File: src/rtl/brick_field.sv
// Brick wall for the breakout game: turns erase requests from the ball into hit counts,
// keeps score/bricks-left/cleared, and renders the wall with one clock of latency.
// Optional macro BLOCK_BORDER_EN draws a 2-pixel white border around each live brick.
module brick_field #(
    parameter int NUM_BLOCKS      = 10,
    parameter int HITS_TO_CLEAR   = 3,
    parameter int BLOCK_WIDTH     = 80,
    parameter int BLOCK_HEIGHT    = 30,
    parameter int BLOCK_SPACING_X = 40,
    parameter int FIRST_ROW_Y     = 40,
    parameter int SECOND_ROW_Y    = 90
) (
    input  logic       clk,
    input  logic       reset,
    input  logic       erase_enable,
    input  logic [5:0] e_pos,
    input  logic [9:0] pixel_x,
    input  logic [9:0] pixel_y,
    input  logic       video_on,
    output logic       block_on,
    output logic [7:0] block_rgb,
    output logic [3:0] blocks_left,
    output logic       all_cleared,
    output logic [9:0] score
);

    localparam int HW         = $clog2(HITS_TO_CLEAR + 1);
    localparam int PER_ROW    = 5;
    localparam int PITCH_X    = BLOCK_WIDTH + BLOCK_SPACING_X;
    localparam int BORDER_PIX = 2;

    localparam logic [HW-1:0] HIT_MAX = HW'(HITS_TO_CLEAR);
    localparam logic [7:0] RGB_HIT0   = 8'hE0;
    localparam logic [7:0] RGB_HIT1   = 8'hFC;
    localparam logic [7:0] RGB_HIT2   = 8'h1C;
    localparam logic [7:0] RGB_BORDER = 8'hFF;

    logic [HW-1:0] hit_q [NUM_BLOCKS];
    logic [HW-1:0] hit_d [NUM_BLOCKS];
    logic          prev_en_q;
    logic [5:0]    prev_pos_q;
    logic [9:0]    score_q, score_d;
    logic [3:0]    blocks_left_q, blocks_left_d;
    logic          all_cleared_q;
    logic          block_on_q, block_on_d;
    logic [7:0]    block_rgb_q, block_rgb_d;

    logic          erase_event;
    logic          target_live;
    logic          accept;

    // A held erase_enable only counts again once the target index changes.
    assign erase_event = erase_enable && (!prev_en_q || (e_pos != prev_pos_q));

    always_comb begin
        target_live = 1'b0;
        for (int i = 0; i < NUM_BLOCKS; i++) begin
            if (e_pos == 6'(i) && hit_q[i] < HIT_MAX) begin
                target_live = 1'b1;
            end
        end
    end

    assign accept = erase_event && (e_pos < 6'(NUM_BLOCKS)) && target_live;

    always_comb begin
        score_d       = score_q;
        blocks_left_d = blocks_left_q;
        for (int i = 0; i < NUM_BLOCKS; i++) begin
            hit_d[i] = hit_q[i];
        end
        if (accept) begin
            if (score_q != 10'd1023) begin
                score_d = score_q + 10'd1;
            end
            for (int i = 0; i < NUM_BLOCKS; i++) begin
                if (e_pos == 6'(i)) begin
                    hit_d[i] = hit_q[i] + HW'(1);
                    if (hit_q[i] == HIT_MAX - HW'(1)) begin
                        blocks_left_d = blocks_left_q - 4'd1;
                    end
                end
            end
        end
    end

    // Render uses the pre-event hit state; bounds are widened to 11 bits so they cannot wrap.
    always_comb begin
        logic [10:0] px, py, bx, by, dx, dy;
        logic        border;
        block_on_d  = 1'b0;
        block_rgb_d = 8'h00;
        px = {1'b0, pixel_x};
        py = {1'b0, pixel_y};
        for (int k = 0; k < NUM_BLOCKS; k++) begin
            bx = 11'(BLOCK_SPACING_X + (k % PER_ROW) * PITCH_X);
            by = (k < PER_ROW) ? 11'(FIRST_ROW_Y) : 11'(SECOND_ROW_Y);
            dx = px - bx;
            dy = py - by;
            border = (dx < 11'(BORDER_PIX)) || (dx > 11'(BLOCK_WIDTH - 1 - BORDER_PIX)) ||
                     (dy < 11'(BORDER_PIX)) || (dy > 11'(BLOCK_HEIGHT - 1 - BORDER_PIX));
            if (video_on && hit_q[k] < HIT_MAX &&
                px >= bx && px <= bx + 11'(BLOCK_WIDTH - 1) &&
                py >= by && py <= by + 11'(BLOCK_HEIGHT - 1)) begin
                block_on_d = 1'b1;
                case (hit_q[k])
                    HW'(0):  block_rgb_d = RGB_HIT0;
                    HW'(1):  block_rgb_d = RGB_HIT1;
                    default: block_rgb_d = RGB_HIT2;
                endcase
`ifdef BLOCK_BORDER_EN
                if (border) begin
                    block_rgb_d = RGB_BORDER;
                end
`else
                if (border && 1'b0) begin
                    block_rgb_d = RGB_BORDER;
                end
`endif
            end
        end
    end

    always_ff @(posedge clk) begin
        if (reset) begin
            for (int i = 0; i < NUM_BLOCKS; i++) begin
                hit_q[i] <= '0;
            end
            prev_en_q     <= 1'b0;
            prev_pos_q    <= 6'd0;
            score_q       <= 10'd0;
            blocks_left_q <= 4'(NUM_BLOCKS);
            all_cleared_q <= 1'b0;
            block_on_q    <= 1'b0;
            block_rgb_q   <= 8'h00;
        end else begin
            for (int i = 0; i < NUM_BLOCKS; i++) begin
                hit_q[i] <= hit_d[i];
            end
            prev_en_q     <= erase_enable;
            prev_pos_q    <= e_pos;
            score_q       <= score_d;
            blocks_left_q <= blocks_left_d;
            all_cleared_q <= (blocks_left_q == 4'd0);
            block_on_q    <= block_on_d;
            block_rgb_q   <= block_rgb_d;
        end
    end

    assign block_on    = block_on_q;
    assign block_rgb   = block_rgb_q;
    assign blocks_left = blocks_left_q;
    assign all_cleared = all_cleared_q;
    assign score       = score_q;

endmodule

File: config.mk
export PLATFORM = sky130hd
export DESIGN_NAME = brick_field
export DESIGN_NICKNAME = d
export VERILOG_FILES = /design/src/rtl/brick_field.sv
export SDC_FILE = /design/constraint.sdc
export NUM_CORES = 1
export LEC_CHECK = 0
export ABC_AREA = 1
export BUFFER_PORTS_ARGS = -buffer_cell sky130_fd_sc_hd__buf_2
export CELL_PAD_IN_SITES_DETAIL_PLACEMENT = 1
export CELL_PAD_IN_SITES_GLOBAL_PLACEMENT = 1
export CORE_AREA = 2 2 105 107
export DETAILED_ROUTE_END_ITERATION = 7
export DIE_AREA = 0 0 107 109
export PLACE_DENSITY = 0.83
export SETUP_SLACK_MARGIN = 0.05
export SLEW_MARGIN = 40
export SYNTH_ARGS = -nofsm -noshare
export SYNTH_HDL_FRONTEND = slang
export SYNTH_SLANG_ARGS = --single-unit
File: constraint.sdc
create_clock -name clk -period 1.76 [get_ports clk]
set_input_delay 0.528 -clock clk [delete_from_list [all_inputs] [get_ports clk]]
set_output_delay 0.528 -clock clk [all_outputs]
set_load 0.05 [all_outputs]
==> run metrics, run 1 <==
Top FF cell, synth dfxtp_1; ys async rst share 0; Flop pwr share 0.475; switch share 0.312; Antenna Nets Post-Route 0; global route overflow 0; Worst setup SP type input pin; EDFF count, synth 0; endpoint class of the critical path flip-flop; worst setup path endpoint hit_q[0][9]; port bufs 47; via/cell ratio 4.97; initial DRC count 127; routability cong. 0.878; via count 4,116; reg-to-reg slack, setup 0.05 ns; Synth Area per Inst 6.69 sq um; Pleak 2.38 nW; # H-tree levels 2; status finished, violations left; Setup Crit Path Kind in -> reg; clock power share 0.319; Hold Vio Cnt, Final 0; Overall Power 0.00216 W; Worst Hold Class in -> reg; drt wl/cell 15.8 um; TritonRoute pass-1 iters 4; Tot GR Track Use 0.209; Clock Path Buffers 2; DPL Wire Length 9290 um; setup slack after layout -0.0879 ns; Die Y-Extent 109 um; cell count of the worst reg-to-reg path 12; Placement Setup Slack -0.521 ns; Setup Viol. Count Final 29; Worst Clk Skew 0.0110 ns; Core ar. 10,600 sq um; clock sinks 45; sequential fraction of the synthesis area 0.239; TritonCTS Buffers 5; initial antenna violation count 0; std cell rows 38; crit share post-route 1.05; Starting Density 0.356; first-pass GRT wire length 19,500 um; vias in the first global route 4,268; Synth area leader dfxtp_1; failing checks setup timing; unique cell type count in the Yosys netlist 41; crit path from e_pos[4]; Post-route DRC 0; commonest cells after routing, fill and taps aside nand2_1, buf_4, inv_1; Net Sw Power 0.000673 W; Pins Over Slew Limit 0; ant diodes 0; Cells after Synth 564; CTS tree yes; NumNets Final 769; combinational share of power 0.205; synthesized cell area 3770 sq um; Synth area leaders dfxtp_1, ha_1, nand2_1; Critical Path AT 2.06 ns; PwrDens 397 nW/um^2; Achievable Freq 0.541 GHz; Post-Route WL 13,100 um; max_cap viols 0; post-synth top area share 0.239; Internal 0.00148 W; Hold Buf Count CTS 0; die area 11,700 sq um; Worst Path Max Fanout 5; clock root buffer clkbuf_8; reg-to-reg startpoint hit_q[0][14]; peak supply drop 0.297 mV; clock transition at the registers of the reported paths 0.09 ns; RSZ-0062 raised after global routing true; io pins 54; share of cells above drive strength 1 0.461; Ys Warns 0; pin count of the biggest net entering global routing 30; Die Span X 107 um; crit path time final 1.85 ns; Clk Latency, worst-skew pair 0.32 ns; reg2reg end hit_q[0][9]; area added between synthesis and finish 44.1%; Required @ worst endpoint 1.97 ns; Synth Register Bits 45
[synthesized netlist by cell type (3+ instances only)]
cell,number
o21ai_0,22
clkbuf_1,6
inv_2,5
nor3_1,11
nor2_2,4
dfxtp_1,45
nor2_4,9
inv_1,87
nand3b_1,4
xnor2_1,4
ha_1,52
o22ai_1,5
nand4_1,13
nand2_1,103
nor2_1,90
a21oi_1,27
a21oi_2,3
buf_4,7
xor2_1,5
or2_2,4
nand3_1,35
[per-layer routing]
| metal | vias up | track usage | routed length (um) |
|---|---|---|---|
| met4 | 0 | 0.0622 | 337 |
| met2 | 72 | 0.403 | 6980 |
| li1 | 2021 | - | - |
| met5 | - | 0 | 0 |
| met3 | 25 | 0.0257 | 420 |
| met1 | 1998 | 0.240 | 5340 |
[cell families after synthesis]
logic type / count (synthesis) / share of synthesized area
buf+inv: 107 / 0.118
fa+ha+maj: 52 / 0.172
xor+xnor: 9 / 0.0209
compound gates: 68 / 0.102
flops: 45 / 0.239
other cells: 1 / 0.000993
simple gates: 282 / 0.346
[critical path: stages]
cell      delay [ns]
buf_8           0.10
nor2_2          0.24
nand4_2         0.19
o211ai_1        0.23
nor2_1          0.08
nand2_2         0.10
nand2_4         0.10
buf_12          0.16
nor2_4          0.13
inv_2           0.06
nor2_2          0.10
nor2_1          0.04
[repair_timing]
action | in CTS | in global routing
resized for setup | 46 | 148
setup buffers | 4 | 13
gates cloned | 1 | 0
endpoints found under the setup margin | 36 | 37
pin swaps | 20 | 61
[state kept, by name, indices dropped and copies added (netlist names)]
signal and count:
block_on 1, block_rgb 2, all_cleared 1, hit_q 20, prev_en_q 1, prev_pos_q 6, score 10, blocks_left 4
[worst min-delay path by stage]
stage / startpoint / to / slack [ns] / cells past startpoint
floorplan: hit_q[0][0] / hit_q[0][0] / 0.47 / 2
global placement: blocks_left[3] / all_cleared / 0.45 / 1
detailed placement: score[7] / score[7] / 0.48 / 2
CTS: erase_enable / prev_en_q / 0.42 / 3
global route: erase_enable / prev_en_q / 0.43 / 3
finish: erase_enable / prev_en_q / 0.43 / 3
[power by group through the flow]
| stage | clock [W] | combinational (W) | sequential [W] |
|---|---|---|---|
| finish | 0.000689 | 0.000443 | 0.00103 |
| global placement | 0 | 0.000318 | 0.00106 |
| global route | 0.000737 | 0.000479 | 0.00103 |
| CTS | 0.000705 | 0.000350 | 0.00103 |
| detailed placement | 0 | 0.000332 | 0.00106 |
| floorplan | 0 | 0.000167 | 0.00106 |
[area by class of cell]
class                      count  area, sq um
sequential                    45          936
tap                          140          175
clock inverter                 2         15.0
timing repair buffer         129          963
fill                        1352         5160
multi-input combinational    414         2930
inverter                      92          348
clock buffer                   6         72.6
[metrics by stage]
stage / instance area, sq um / hold slack (ns) / TNS (ns) / instances / utilization
CTS: 4910 / 0.415 / -0.191 / 815 / 0.463
global placement: 4670 / 0.454 / -11.75 / 802 / 0.440
finish: 5440 / 0.425 / -1.45 / 828 / 0.513
global route: 5440 / 0.430 / -4.67 / 828 / 0.513
detailed placement: 4670 / 0.476 / -15.81 / 802 / 0.440
floorplan: 3850 / 0.473 / -1.57 / 565 / -
No activity file was read; power rests on OpenSTA's default activity.
==> inputs of run 2 (changes only) <==
--- a/config.mk
+++ b/config.mk
@@ -12,7 +12,7 @@
 export CORE_AREA = 2 2 105 107
 export DETAILED_ROUTE_END_ITERATION = 7
 export DIE_AREA = 0 0 107 109
-export PLACE_DENSITY = 0.83
+export PLACE_DENSITY_LB_ADDON = 0.1
 export SETUP_SLACK_MARGIN = 0.05
 export SLEW_MARGIN = 40
 export SYNTH_ARGS = -nofsm -noshare
==> run metrics, run 2 (same netlist as run 1, synthesis figures left out) <==
status finished, violations left; failing checks setup timing; TritonCTS Buffers 5; via/cell ratio 4.82; Worst setup SP type input pin; Worst Clk Skew 0.00527 ns; Core Util, Final 0.491; crit share post-route 1.02; DPL Wire Length 9170 um; Most common cell on crit path nor2_1; cell count of the worst reg-to-reg path 11; drt wl/cell 14.3 um; port bufs 47; Critical Path AT 2.01 ns; Hold Vio Cnt, Final 0; combinational share of power 0.161; std cell rows 38; Fill cells 1,396; hold path depth 3; max_cap viols 0; hold path start erase_enable; initial antenna violation count 0; Slowest-stage cell, CP nor2_2; area added between synthesis and finish 37.8%; Clk Latency, worst-skew pair 0.31 ns; crit path time final 1.80 ns; io pins 54; share of cells above drive strength 1 0.399; commonest cells after routing, fill and taps aside nand2_1, inv_1, buf_4; Post-route DRC 0; Placement Setup Slack -0.478 ns; reg2reg end hit_q[0][19]; Starting Density 0.356; Buf/Inv on CP 4; initial DRC count 90; TritonRoute pass-1 iters 5; slowest stage delay, CP 0.16 ns; Pleak 2.33 nW; Setup Viol. Count Final 24; Largest Register hit_q; first-pass GRT wire length 18,900 um; Post-Route WL 11,600 um; Placed Area 4650 sq um; commonest non-fill, non-tap cell in the layout nand2_1; Overall Power 0.00237 W; Clock Path Buffers 2; die area 11,700 sq um; Crit path depth 15; CTS tree yes; Setup Crit Path Kind in -> reg; reg-to-reg slack, setup 0.02 ns; ant diodes 0; worst min-delay path endpoint prev_en_q; setup slack after layout -0.0434 ns; Internal 0.00174 W; Core ar. 10,600 sq um; Worst Hold Class in -> reg; Hold Buf Count CTS 0; switch share 0.263; NumNets Final 757; Achievable Freq 0.555 GHz; reg-to-reg startpoint hit_q[0][14]; clock transition at the registers of the reported paths 0.09 ns; routability cong. 0.870; Net Sw Power 0.000622 W; # H-tree levels 2; peak supply drop 0.354 mV; Required @ worst endpoint 1.97 ns; clock sinks 45; pin count of the biggest net entering global routing 30; global route overflow 0; critical-path cell list buf_8, nor2_4, buf_12, nand3_2, nor2_2, nand2_1, o211ai_1, nor2_1, nand2_2, nand2_4, buf_6, nor2_4, inv_2, nor2_1, nor2_1; Die Span X 107 um; Die Y-Extent 109 um; clock power share 0.402; max FFs per register 20; via count 3,935; PwrDens 455 nW/um^2; Flop pwr share 0.436; clock root buffer clkbuf_8; RSZ-0062 raised after global routing true; Worst path top cell family by delay simple AND/OR/NAND/NOR gates; post-route cell area 5200 sq um; Worst Path Max Fanout 8; endpoint class of the critical path flip-flop; vias in the first global route 4,014; Tot GR Track Use 0.203; Pins Over Slew Limit 0; Antenna Nets Post-Route 0
-- run 2: cell count changes in the layout (fill, tap and decap cells not counted), sizes merged --
| cell | previous run | this run |
|---|---|---|
| bufinv | 0 | 2 |
| clkbuf | 9 | 6 |
| clkinvlp | 2 | 0 |
| clkinv | 0 | 1 |
| nor2 | 105 | 104 |
| buf | 126 | 117 |
-- run 2: worst max path at each step --
stage	from	end	slack [ns]
finish	e_pos[4]	hit_q[0][3]	-0.04
global route	e_pos[1]	hit_q[0][19]	-0.17
CTS	e_pos[4]	hit_q[0][10]	-0.03
detailed placement	e_pos[5]	hit_q[0][19]	-0.48
global placement	e_pos[5]	blocks_left[3]	-0.41
floorplan	e_pos[5]	hit_q[0][4]	-0.1
-- run 2: tightest hold or removal path, delay by kind of cell --
kind                   cells  cell delay [ns]
AND/OR/NAND/NOR            1             0.03
buffers and inverters      2             0.16
-- run 2: timing repair --
item | CTS | global route
setup endpoints to repair | 36 | 37
gates resized for setup | 38 | 81
buffers inserted | 3 | 4
pin swaps | 10 | 26
hold endpoints to repair | 0 | 0
-- run 2: power by group through the flow --
stage / clock network, W / logic, W / registers, W
floorplan: 0 / 0.000167 / 0.00106
global placement: 0 / 0.000314 / 0.00106
detailed placement: 0 / 0.000321 / 0.00106
CTS: 0.000995 / 0.000343 / 0.00103
global route: 0.00102 / 0.000419 / 0.00103
finish: 0.000952 / 0.000381 / 0.00103
-- run 2: area by class of cell --
| cell class | count | area [sq um] | share of cell area |
|---|---|---|---|
| Clock buffer | 5 | 68.8 | 0.0132 |
| Tap cell | 140 | 175 | 0.0337 |
| Clock inverter | 3 | 65.1 | 0.0125 |
| Inverter | 92 | 348 | 0.0669 |
| Timing Repair Buffer | 118 | 831 | 0.160 |
| Sequential cell | 45 | 913 | 0.176 |
| Multi-Input combinational cell | 413 | 2800 | 0.538 |
-- run 2: per-stage QoR --
stage                     cells  setup TNS (ns)  hold WS [ns]
after floorplan             565           -1.57         0.473
after global placement      801          -12.90         0.459
after detailed placement    801          -15.10         0.481
after CTS                   812          -0.141         0.425
after global routing        816           -4.19         0.433
final                       816          -0.456         0.441
-- run 2: per-layer routing --
metal  routed length [um]  track usage  vias to the layer above
met5                    0            0                        -
met3                  264       0.0269                       15
met4                  229       0.0668                        0
met1                 5150        0.242                     1875
li1                     -            -                     1991
met2                 5980        0.377                       54
==> inputs of run 3 (changes only) <==
--- a/config.mk
+++ b/config.mk
@@ -9,9 +9,10 @@
 export BUFFER_PORTS_ARGS = -buffer_cell sky130_fd_sc_hd__buf_2
 export CELL_PAD_IN_SITES_DETAIL_PLACEMENT = 1
 export CELL_PAD_IN_SITES_GLOBAL_PLACEMENT = 1
-export CORE_AREA = 2 2 105 107
+export CORE_AREA = 2 2 103 105
+export CTS_BUF_LIST = sky130_fd_sc_hd__clkbuf_4 sky130_fd_sc_hd__clkbuf_8
 export DETAILED_ROUTE_END_ITERATION = 7
-export DIE_AREA = 0 0 107 109
+export DIE_AREA = 0 0 105 107
 export PLACE_DENSITY_LB_ADDON = 0.1
 export SETUP_SLACK_MARGIN = 0.05
 export SLEW_MARGIN = 40
==> run metrics, run 3 (same netlist as run 1, synthesis figures left out) <==
status finished, violations left; failing checks setup timing; setup slack after layout -0.177 ns; reg-to-reg slack, setup -0.02 ns; Achievable Freq 0.516 GHz; Buf/Inv on CP 5; critical-path cell list buf_8, nor2_4, buf_6, buf_6, nand3_4, o22ai_2, nor3_2, nand2_2, nand2_4, buf_12, nor2_4, inv_2, nor2_2, nor2_1; met3 Use GR 0.0249; Required @ worst endpoint 1.96 ns; PwrDens 425 nW/um^2; Placed Area 4660 sq um; M1 GR Usage 0.236; Antenna Nets Post-Route 0; Clk Latency, worst-skew pair 0.32 ns; slowest stage delay, CP 0.23 ns; combinational share of power 0.180; Internal 0.00160 W; vias in the first global route 4,069; peak supply drop 0.391 mV; clock root buffer clkbuf_8; Worst setup SP type input pin; io pins 54; area of the multi-input gates 2750 sq um; worst min-delay path endpoint prev_en_q; TNS Setup -3.85 ns; endpoint class of the critical path flip-flop; Pins Over Slew Limit 0; Placement Setup Slack -0.603 ns; Slowest-stage cell, CP nor2_4; Reg area 920 sq um; hold path depth 3; reg-to-reg startpoint hit_q[0][14]; clock transition at the registers of the reported paths 0.08 ns; crit path from e_pos[5]; CTS tree yes; Hold Buf Count CTS 0; cell count of the worst reg-to-reg path 12; Core Util, Final 0.515; drt wl/cell 14.5 um; Core ar. 10,100 sq um; Hold Vio Cnt, Final 0; Post-route DRC 0; crit share post-route 1.10; Die Span X 105 um; share of cells above drive strength 1 0.383; initial DRC count 121; commonest non-fill, non-tap cell in the layout nand2_1; Net Sw Power 0.000605 W; hold path start erase_enable; die area 11,200 sq um; Clock Path Buffers 2; TritonRoute pass-1 iters 4; # H-tree levels 2; switch share 0.274; Largest Register hit_q; area added between synthesis and finish 37.6%; Worst Path Max Fanout 6; post-route cell area 5190 sq um; max_cap viols 0; M2 GR Usage 0.413; max FFs per register 20; std cell rows 37; busiest grt layer met2; Post-Route WL 11,900 um; port bufs 47; TritonCTS Buffers 5; RSZ-0062 raised after global routing true; Critical Path AT 2.13 ns; pin count of the biggest net entering global routing 30; via/cell ratio 4.80; Pleak 2.38 nW; first-pass GRT wire length 18,900 um; reg2reg end hit_q[0][11]; DPL Wire Length 9140 um; Die Y-Extent 107 um; commonest cells after routing, fill and taps aside nand2_1, inv_1, buf_4; Worst Clk Skew 0.0200 ns; Starting Density 0.374; Worst Hold Class in -> reg; clock power share 0.353; Fill cells 1,340; global route overflow 0; initial antenna violation count 0; Worst path top cell family by delay simple AND/OR/NAND/NOR gates; crit path time final 1.94 ns; NumNets Final 766; Setup Viol. Count Final 34; clock sinks 45; Flop pwr share 0.467; via count 3,939; ant diodes 0; Setup Crit Path Kind in -> reg; Tot GR Track Use 0.210; final hold slack 0.455 ns; routability cong. 0.849
[run 3: cell count changes in the layout (fill, tap and decap cells not counted), moves of 3 or more]
cell     change
nand2_2      -3
buf_6        +5
a21oi_2      -8
nor2_1       +4
nand2_1      +3
a21oi_1      +7
[run 3: worst min-delay path, cell delays in order]
cell and delay, ns:
buf_2 0.11, inv_1 0.05, nor2_1 0.03
[run 3: power by group through the flow]
stage / combinational, W / clock [W] / sequential, W
finish: 0.000398 / 0.000779 / 0.00103
global route: 0.000433 / 0.000851 / 0.00103
CTS: 0.000348 / 0.000816 / 0.00103
detailed placement: 0.000334 / 0 / 0.00106
global placement: 0.000326 / 0 / 0.00106
floorplan: 0.000167 / 0 / 0.00106
[run 3: worst max-delay path by stage]
stage | endpoint | slack, ns | cells past startpoint
3_3_place_gp | hit_q[0][4] | -0.53 | 14
6_report | hit_q[0][11] | -0.18 | 14
5_1_grt | hit_q[0][11] | -0.27 | 14
4_1_cts | hit_q[0][5] | -0.16 | 14
3_5_place_dp | hit_q[0][4] | -0.60 | 14
2_1_floorplan | hit_q[0][4] | -0.1 | 13
[run 3: layout make-up]
| cell class | instances | share of cell area |
|---|---|---|
| Clock buffer | 5 | 0.0132 |
| Clock inverter | 2 | 0.00674 |
| Inverter | 92 | 0.0665 |
| Multi-Input combinational cell | 413 | 0.529 |
| Sequential cell | 45 | 0.177 |
| Tap cell | 136 | 0.0328 |
| Timing Repair Buffer | 127 | 0.175 |
[run 3: per-layer routing]
layer	part of all wire	routed length, um
met4	0.015	179
met3	0.022	260
met5	0	0
met2	0.54	6460
met1	0.42	4970
[run 3: timing repair]
item | CTS | global route
endpoints found under the hold margin | 0 | 0
pin swaps | 7 | 21
setup buffers | 4 | 9
gates resized for setup | 21 | 89
setup endpoints to repair | 35 | 37
[run 3: through the flow]
stage | power (W) | instances
final | 0.00221 | 820
after global routing | 0.00231 | 820
after CTS | 0.00220 | 811
after detailed placement | 0.00139 | 800
after global placement | 0.00138 | 800
after floorplan | 0.00123 | 565
